### src/rtl/mtr_seq_pkg.sv
// Shared types and hall-sensor helpers for the motor sequencing controller.
package mtr_seq_pkg;

  typedef enum logic [2:0] {
    StIdle,
    StRun,
    StCoast,
    StBrake,
    StFault
  } state_e;

  typedef enum logic [1:0] {
    FltNone    = 2'b00,
    FltInvHall = 2'b01,
    FltSkip    = 2'b10,
    FltStall   = 2'b11
  } fault_e;

  // Step index returned for the two impossible hall codes.
  localparam logic [2:0] HallInvIdx = 3'd7;

  // Forward commutation order 101,100,110,010,011,001 maps to steps 0..5.
  function automatic logic [2:0] hall_idx(input logic [2:0] hall);
    logic [2:0] idx;
    case (hall)
      3'b101:  idx = 3'd0;
      3'b100:  idx = 3'd1;
      3'b110:  idx = 3'd2;
      3'b010:  idx = 3'd3;
      3'b011:  idx = 3'd4;
      3'b001:  idx = 3'd5;
      default: idx = HallInvIdx;
    endcase
    return idx;
  endfunction

  // True when two valid step indices are one step apart on the 6-step ring.
  function automatic logic hall_adjacent(input logic [2:0] a, input logic [2:0] b);
    logic [2:0] a_p1;
    logic [2:0] b_p1;
    a_p1 = (a >= 3'd5) ? 3'd0 : a + 3'd1;
    b_p1 = (b >= 3'd5) ? 3'd0 : b + 3'd1;
    return (a_p1 == b) || (b_p1 == a);
  endfunction

endpackage

### src/rtl/mtr_seq_ctrl_mag_ramp.sv
// Drive magnitude register: slew-limited rise on PWM_synch, immediate fall, cleared when not running.
module mtr_seq_ctrl_mag_ramp #(
  parameter logic [11:0] RampStep = 12'd8
) (
  input  logic        clk,
  input  logic        rst_n,
  input  logic        i_run,
  input  logic        i_pwm_synch,
  input  logic [11:0] i_mag_req,
  output logic [11:0] o_mag
);

  logic [11:0] r_mag;
  logic [11:0] w_mag_d;
  logic [11:0] w_gap;

  // Next magnitude: zero outside RUN, follow the request down at once, climb by at most RampStep.
  always_comb begin
    w_gap   = i_mag_req - r_mag;
    w_mag_d = r_mag;
    if (!i_run) begin
      w_mag_d = '0;
    end else if (i_mag_req < r_mag) begin
      w_mag_d = i_mag_req;
    end else if (i_pwm_synch && (w_gap != '0)) begin
      // Never overshoots the request, so the sum cannot pass 12'hFFF.
      w_mag_d = (w_gap > RampStep) ? r_mag + RampStep : i_mag_req;
    end
  end

  // Magnitude register.
  always_ff @(posedge clk or negedge rst_n) begin
    if (!rst_n) begin
      r_mag <= '0;
    end else begin
      r_mag <= w_mag_d;
    end
  end

  assign o_mag = r_mag;

endmodule

### src/rtl/mtr_seq_ctrl.sv
// Motor sequencing controller: drive gating/ramp, coast-before-brake, hall supervision, speed period.
module mtr_seq_ctrl
  import mtr_seq_pkg::*;
#(
  parameter logic [11:0] RampStep = 12'd8,
  parameter logic [15:0] CoastCyc = 16'd1024,
  parameter logic [2:0]  InvLim   = 3'd4,
  parameter logic [23:0] StallCyc = 24'd5_000_000,
  parameter logic [11:0] StallMag = 12'h200
) (
  input  logic        clk,
  input  logic        rst_n,
  input  logic        i_en,
  input  logic [11:0] i_drv_mag_req,
  input  logic        i_brake_req_n,
  input  logic [2:0]  i_hall_syn,
  input  logic        i_pwm_synch,
  input  logic        i_clr_fault,
  output logic [11:0] o_drv_mag,
  output logic        o_brake_n,
  output logic        o_fault,
  output logic [1:0]  o_fault_code,
  output logic [19:0] o_commut_period
);

  state_e      r_state;
  logic        r_brake_n;
  logic        r_fault;
  fault_e      r_fault_code;
  logic [15:0] r_coast_cnt;
  logic [2:0]  r_inv_cnt;
  logic [2:0]  r_prev_idx;
  logic        r_prev_vld;
  logic [23:0] r_stall_cnt;
  logic [19:0] r_per_cnt;
  logic [19:0] r_period;

  logic [11:0] w_drv_mag;
  logic [2:0]  w_idx;
  logic [2:0]  w_inv_nxt;
  logic [23:0] w_stall_nxt;
  logic        w_hall_chk;
  logic        w_hall_inv;
  logic        w_hall_move;
  logic        w_adj;
  logic        w_legal;
  logic        w_inv_trip;
  logic        w_skip_trip;
  logic        w_stall_arm;
  logic        w_stall_trip;
  logic        w_fault_hit;
  fault_e      w_fault_code;
  logic        w_run_hold;

  // Hall supervision and fault detection for this clk.
  always_comb begin
    w_idx        = hall_idx(i_hall_syn);
    w_hall_chk   = i_pwm_synch && (r_state != StFault);
    w_hall_inv   = w_hall_chk && (w_idx == HallInvIdx);
    w_inv_nxt    = r_inv_cnt + 3'd1;
    w_hall_move  = w_hall_chk && !w_hall_inv && r_prev_vld && (w_idx != r_prev_idx);
    w_adj        = hall_adjacent(w_idx, r_prev_idx);
    w_legal      = w_hall_move && w_adj;
    w_inv_trip   = w_hall_inv && (w_inv_nxt == InvLim);
    w_skip_trip  = w_hall_move && !w_adj;
    w_stall_arm  = (r_state == StRun) && (w_drv_mag >= StallMag);
    w_stall_nxt  = r_stall_cnt + 24'd1;
    w_stall_trip = w_stall_arm && !w_legal && (w_stall_nxt == StallCyc);
    w_fault_hit  = w_inv_trip || w_skip_trip || w_stall_trip;
    w_fault_code = FltNone;
    if (w_inv_trip) begin
      w_fault_code = FltInvHall;
    end else if (w_skip_trip) begin
      w_fault_code = FltSkip;
    end else if (w_stall_trip) begin
      w_fault_code = FltStall;
    end
    // Magnitude may only be held or ramped while RUN persists into the next clk.
    w_run_hold = (r_state == StRun) && !w_fault_hit && i_brake_req_n && i_en;
  end

  // Sequencing FSM with registered brake and fault outputs tracking the new state.
  always_ff @(posedge clk or negedge rst_n) begin
    if (!rst_n) begin
      r_state      <= StIdle;
      r_brake_n    <= 1'b1;
      r_fault      <= 1'b0;
      r_fault_code <= FltNone;
      r_coast_cnt  <= '0;
    end else if (w_fault_hit) begin
      r_state      <= StFault;
      r_brake_n    <= 1'b1;
      r_fault      <= 1'b1;
      r_fault_code <= w_fault_code;
    end else begin
      case (r_state)
        StIdle: begin
          if (!i_brake_req_n) begin
            r_state     <= StCoast;
            r_coast_cnt <= 16'd1;
          end else if (i_en) begin
            r_state <= StRun;
          end
        end
        StRun: begin
          if (!i_brake_req_n) begin
            r_state     <= StCoast;
            r_coast_cnt <= 16'd1;
          end else if (!i_en) begin
            r_state <= StIdle;
          end
        end
        StCoast: begin
          if (i_brake_req_n) begin
            r_state <= StIdle;
          end else if (r_coast_cnt == CoastCyc) begin
            r_state   <= StBrake;
            r_brake_n <= 1'b0;
          end else begin
            r_coast_cnt <= r_coast_cnt + 16'd1;
          end
        end
        StBrake: begin
          if (i_brake_req_n) begin
            r_state   <= StIdle;
            r_brake_n <= 1'b1;
          end
        end
        StFault: begin
          if (i_clr_fault) begin
            r_state      <= StIdle;
            r_fault      <= 1'b0;
            r_fault_code <= FltNone;
          end
        end
        default: begin
          r_state   <= StIdle;
          r_brake_n <= 1'b1;
        end
      endcase
    end
  end

  // Invalid-code run length and last valid step; forgotten while faulted.
  always_ff @(posedge clk or negedge rst_n) begin
    if (!rst_n) begin
      r_inv_cnt  <= '0;
      r_prev_idx <= '0;
      r_prev_vld <= 1'b0;
    end else if (r_state == StFault) begin
      r_inv_cnt  <= '0;
      r_prev_vld <= 1'b0;
    end else if (i_pwm_synch) begin
      if (w_idx == HallInvIdx) begin
        r_inv_cnt <= w_inv_nxt;
      end else begin
        r_inv_cnt  <= '0;
        r_prev_idx <= w_idx;
        r_prev_vld <= 1'b1;
      end
    end
  end

  // Stall timer: runs while driving hard in RUN, restarts on every legal hall step.
  always_ff @(posedge clk or negedge rst_n) begin
    if (!rst_n) begin
      r_stall_cnt <= '0;
    end else if (w_stall_arm && !w_legal) begin
      r_stall_cnt <= w_stall_nxt;
    end else begin
      r_stall_cnt <= '0;
    end
  end

  // Commutation period: saturating free-run counter captured on each legal hall step.
  always_ff @(posedge clk or negedge rst_n) begin
    if (!rst_n) begin
      r_per_cnt <= '0;
      r_period  <= '1;
    end else if (w_legal) begin
      r_period  <= r_per_cnt;
      r_per_cnt <= 20'd1;
    end else if (r_per_cnt != '1) begin
      r_per_cnt <= r_per_cnt + 20'd1;
    end
  end

  mtr_seq_ctrl_mag_ramp #(
    .RampStep (RampStep)
  ) u_mag_ramp (
    .clk         (clk),
    .rst_n       (rst_n),
    .i_run       (w_run_hold),
    .i_pwm_synch (i_pwm_synch),
    .i_mag_req   (i_drv_mag_req),
    .o_mag       (w_drv_mag)
  );

  assign o_drv_mag       = w_drv_mag;
  assign o_brake_n       = r_brake_n;
  assign o_fault         = r_fault;
  assign o_fault_code    = r_fault_code;
  assign o_commut_period = r_period;

endmodule
### config.mk
export PLATFORM = sky130hd
export DESIGN_NAME = mtr_seq_ctrl
export DESIGN_NICKNAME = d
export VERILOG_FILES = /design/src/rtl/mtr_seq_pkg.sv /design/src/rtl/mtr_seq_ctrl_mag_ramp.sv /design/src/rtl/mtr_seq_ctrl.sv
export SDC_FILE = /design/constraint.sdc
export NUM_CORES = 1
export LEC_CHECK = 0
export BUFFER_PORTS_ARGS = -buffer_cell sky130_fd_sc_hd__clkbuf_2
export CAP_MARGIN = 0
export CORE_MARGIN = 1.5
export CORE_UTILIZATION = 61
export DETAILED_ROUTE_END_ITERATION = 6
export PLACE_DENSITY = 0.83
export SLEW_MARGIN = 20
export SYNTH_ARGS = -nofsm -noshare
export SYNTH_HDL_FRONTEND = slang
export SYNTH_SLANG_ARGS = --single-unit
### constraint.sdc
create_clock -name clk -period 4.1 [get_ports clk]
set_input_delay 0.41 -clock clk [delete_from_list [all_inputs] [get_ports clk]]
set_output_delay 0.41 -clock clk [all_outputs]
set_load 0.02 [all_outputs]
## Word-level counts from Yosys, hierarchy flattened

Index checks and enable logic that the tools add are counted.

- Memories: 0
- RAM bits: 0
- Logic and storage cells: 141
- Register bits after elaboration: 106
- Bits in latches: 0
- Output and inout port bits: 36
- Memory bits (read-only): 0
- Input port bits: 21

- Shift operators: 0
- Reduce and logical (&&, ||, !) cells: 37
- Div/mod/pow operators: 0
- Multiplexer cells: 44
- Eq/ne operators: 32
- $lt $le $gt $ge: 5
- $add $sub $neg: 8
- Multiply operators: 0
- Bitwise operators: 3

Operator list:

| cell | number |
|---|---|
| two-way mux 12 bit | 4 |
| two-way mux 16 bit | 3 |
| two-way mux 3 bit | 14 |
| two-way mux 20 bit | 2 |
| case mux 16 bit (2 select lines) | 1 |
| adder 24 x 1 -> 24 bit, second input constant | 1 |
| == test 24 x 23 -> 1 bit, second input constant | 1 |
| two-way mux 24 bit | 1 |
| adder 20 x 1 -> 20 bit, second input constant | 1 |
| inequality test 20 bit, second input constant | 1 |
| == test 3 bit, second input constant | 6 |
| inequality test 3 bit, second input constant | 6 |
| case mux 3 bit (6 select lines) | 1 |
| adder 16 x 1 -> 16 bit, second input constant | 1 |
| == test 16 x 11 -> 1 bit, second input constant | 1 |
| logical AND 1 bit | 15 |
| case mux 3 bit (5 select lines) | 1 |
| adder 12 x 4 -> 12 bit, second input constant | 1 |
| == test 3 x 2 -> 1 bit, second input constant | 4 |
| greater-or-equal comparator 12 x 10 -> 1 bit, second input constant | 1 |
| greater-than comparator 12 x 4 -> 1 bit, second input constant | 1 |
| < comparator 12 bit | 1 |
| two-way mux 2 bit | 6 |
| inequality test 4 bit, second input constant | 3 |
| other kinds (22) | 52 |

## Logic depth before layout (Yosys ltp)

- Word-level depth: 18
- Depth in mapped cells: 15
- Gate-level depth less buffers: 13

## Cells and area by module

A second synthesis with hierarchy kept.

- Cells, all modules: 788
- Area total of the unflattened synthesis: 6880.3 µm²

By module, submodules not included:

| module | instances | cells each | area an instance (µm²) | sequential area each (µm²) |
|---|---|---|---|---|
| mtr_seq_ctrl | 1 | 609 | 5403.9 | 2378.5 |
| mtr_seq_ctrl_mag_ramp | 1 | 179 | 1476.4 | 300.3 |

## Worst setup path before layout

No wires, ideal clock.

- Path type: flip-flop to flip-flop
- Start point: register u_mag_ramp.r_mag[2] (netlist: u_mag_ramp.o_mag[2])
- End point: register u_mag_ramp.r_mag[1] (netlist: u_mag_ramp.o_mag[1])
- Path slack: 0.914 ns
- Data required time: 3.979 ns
- Clock period less this slack: 3.186 ns
- Data arrival time: 3.065 ns
- Stages on the path, launching flop included: 13
- Library setup time: 0.121 ns
- Buffers on the path: 1
- Path through: dfrtp_1 inv_1 ha_1 nor2b_1 o31a_1 o221a_2 a2111o_1 a2111oi_0 and2_1 a41o_1 clkbuf_2 mux2i_1 nor2_1

- Cells in the longest elaborated chain, start to end: 10
- Elaborated cells on any way between the ends: 19
- Classes of those cells: 1 x add/sub; 3 x order compare; 1 x eq/ne; 4 x mux; 10 x reduce/logical

RTL lines:

| item | RTL line | RTL |
|---|---|---|
| start: declaration | mtr_seq_ctrl_mag_ramp.sv:13 | `logic [11:0] r_mag;` |
| start signal: assignment | mtr_seq_ctrl_mag_ramp.sv:36 | `r_mag <= w_mag_d;` |
| branches (longest 10 deep; another with subtractor 12 bit) | -- |  |

Several ways; the timed one is not identified. The select of a mux whose other input is x is not followed.
A chain may end at the register's enable or synchronous reset.

## Worst setup path in the final report

- Start point: register u_mag_ramp.r_mag[5] (netlist: u_mag_ramp.o_mag[5])
- End point: register u_mag_ramp.r_mag[3] (netlist: u_mag_ramp.o_mag[3])

The elaborated chain is that of the path after synthesis.

==> flow_summary.json <==
{
  "root_buffer": "clkbuf_8",
  "cap_viol_max_count": 0,
  "drc_errors": 0,
  "met2_wirelength_um": 7270,
  "hpwlAfterDp_um": 10600,
  "diodes": 0,
  "ys_ff_latch": 106,
  "dieWidth_um": 107,
  "ant_nets": 0,
  "drive_gt1_share_pct": 17.6,
  "cts.sinks": 106,
  "ys_top_cells_by_area": "dfrtp_1 (32%), dfstp_2 (8.4%), nor2_1 (5.3%)",
  "htree_num_levels": 3,
  "crit_cells": 11,
  "relSlewSlack_pct": 38.4,
  "grt_pass1_vias": 5610,
  "path_delay_family": "compound AO/OA/AOI/OAI gates",
  "gp_congestion": 0.871,
  "power.density_nw_per_um2": 403,
  "cp_max_fo": 10,
  "grt_use_total_pct": 26.9,
  "rsz0062_at_grt": "false",
  "detail_route.iter0.violations": 466,
  "worstHoldPathType": "primary input to asynchronous set/reset pin",
  "worst_pin_slew_ns": 0.924,
  "grt_pass1_wl_um": 25000,
  "place_inst": 888,
  "clockBufferDepth": 2,
  "ys_seq_area_share_pct": 40.8,
  "netlist-cell-type-count": 67,
  "synth_top_area_share_pct": 32.4,
  "cts_resized": 0,
  "grt_max_degree": 75,
  "layout_common_cells": "nor2_1 (91), dfrtp_1 (85), clkbuf_2 (55)",
  "crit_chain": "inv_1 -> ha_1 -> inv_1 -> a222oi_1 -> o21ai_0 -> a2111o_1 -> a2111oi_0 -> nand3_1 -> a21oi_1 -> o21ai_0 -> a21oi_1",
  "critPathSlowestCell": "a21oi_1",
  "post_drt_wl_per_cell_um": 16.1,
  "first_pass_iters": 5,
  "status": "finished, final reports clean",
  "synth_cells": 720,
  "ys_warn_count": 0,
  "fin_crit_ns": 3.69,
  "io_pins": 57,
  "dieHeight_um": 107,
  "drt_wl_total_um": 14600,
  "fin_cells": 904,
  "final-max-slew-violation-count": 0,
  "crit_type": "register to register",
  "setup_viol": 0,
  "die-area_um2": 11400,
  "timing_hold_violations_final": 0,
  "yosys.area.top_type": "dfrtp_1",
  "vdd_drop_max_v": 0.000351,
  "cts_tree": "built",
  "grt_overflow": 0,
  "holdBufCountCts": 0,
  "initial_core_util_pct": 63.3,
  "core_area_um2": 10400,
  "worst-path-buf-inv": 2,
  "synthToLayoutAreaGrowth_pct": 8.56,
  "syn_nets": 765,
  "crit_path_start_kind": "register",
  "wl_met3_um": 799,
  "cts_inserted_buffers": 9,
  "io_buffers": 56,
  "cpPeakStageDelay_ns": 0.63,
  "synth-main-ff-cell": "dfrtp_1",
  "avgSynthCellArea_um2": 9.12,
  "nNetsFinal": 808,
  "highest_layer": "met4",
  "r2r_slack_ns": 0.41,
  "reg2regPathDepth": 11,
  "wl_met1_um": 6240,
  "vias_per_cell": 6.27,
  "leakagePower_nw": 3.08,
  "rows": 37,
  "final_common_cell": "nor2_1",
  "crit_arrival_ns": 3.98,
  "ys_async_sr_fraction_pct": 100,
  "antenna_found_initial": 0,
  "tns_ns": 0,
  "fin_skew_ns": 0.0141,
  "cp.required_ns": 4.40,
  "via_count": 5664,
  "postCtsSetupRepairBufs": 0,
  "cts.clk_slew.worst_paths_ns": 0.10,
  "synth_edf_count": 0,
  "clkLatencyLatePin_ns": 0.38,
  "netlist_area_um2": 6570,
  "fmax_mhz": 271,
  "cp-end-kind": "register",
  "post-route-period-util_pct": 89.9
}
sequential cells by signal (all words and copies together) (netlist names):
signal and count:
o_brake_n 1, o_commut_period 20, o_fault 1, o_fault_code 2, r_coast_cnt 16, r_inv_cnt 3, r_per_cnt 20, r_prev_idx 3
r_prev_vld 1, r_stall_cnt 24, r_state 3, u_mag_ramp.o_mag 12
synth_stat cells (all sizes together) (2+ instances only):
cell and instances:
o21ai 36, a222oi 8, nand3b 4, dfrtp 85, o21a 6, nor3b 2, o31ai 21, or3 4
o22a 2, mux2i 6, nor2 92, nand4 15, o31a 2, o221a 2, o21bai 2, mux2 20
inv 34, a2111o 2, a211oi 6, nand2 49, nor3 20, nor4b 4, a2111oi 2, a31oi 10
nor4 8, and4 4, xor2 27, a21o 5, nand4b 3, clkbuf 15, nand3 40, xnor2 23
a21oi 31, dfstp 21, and3 17, or4 11, o211ai 3, nand2b 11, ha 23, buf 17
nor2b 9, and2 5
per-stage QoR:
stage	setup slack, ns	instance area (µm²)	hold WS (ns)	power [mW]	utilization (%)
global placement	0.524	6930	0.458	2.19	66.8
global route	0.0211	7130	0.237	3.05	68.7
finish	0.413	7130	0.150	2.88	68.7
detailed placement	0.333	6930	0.465	2.24	66.8
CTS	0.424	7130	0.197	2.89	68.7
floorplan	0.914	6570	0.114	1.99	-
area by class of cell:
| cell class | count | area, µm² |
|---|---|---|
| well taps | 136 | 170 |
| clock buffers | 10 | 149 |
| multi-input cells | 548 | 3600 |
| clock inverters | 6 | 51.3 |
| repair buffers | 64 | 355 |
| fillers | 804 | 3240 |
| inverters | 34 | 128 |
| flip-flops and latches | 106 | 2680 |
cells by family (layout without fill, tap and decap cells):
group           Yosys count  count (layout)  share of synthesized area, %
mux                      26              26                          4.34
fa+ha+maj                24              24                          4.69
simple gates            300             300                          24.0
compound gates          148             148                          15.1
flops                   106             106                          40.8
xor+xnor                 50              50                          6.67
buf+inv                  66             114                          4.48
worst paths after layout:
path	start	to
worst min register to register	r_prev_vld$_DFFE_PN0P_	r_prev_vld$_DFFE_PN0P_
worst max-delay path	u_mag_ramp.o_mag[5]$_DFFE_PN0P_	u_mag_ramp.o_mag[3]$_DFFE_PN0P_
worst min-delay path	rst_n	u_mag_ramp.o_mag[4]$_DFFE_PN0P_
worst max register to register	u_mag_ramp.o_mag[5]$_DFFE_PN0P_	u_mag_ramp.o_mag[3]$_DFFE_PN0P_
max in group asynchronous	rst_n	o_brake_n$_DFFE_PN1P_
min in group clk	i_clr_fault	r_state[2]$_DFFE_PN0P_
routing by layer:
layer  track usage, %  vias to the layer above
met5                0                        -
met4             10.5                        0
met3             4.56                       28
met2             45.4                      231
met1             34.5                     2709
li1                 -                     2696
where the power goes:
group	switching, mW	internal [mW]
Combinational	0.485	0.329
Clock	0.377	0.270
Sequential	0.185	1.23
Power figures use the tool's default switching activity.
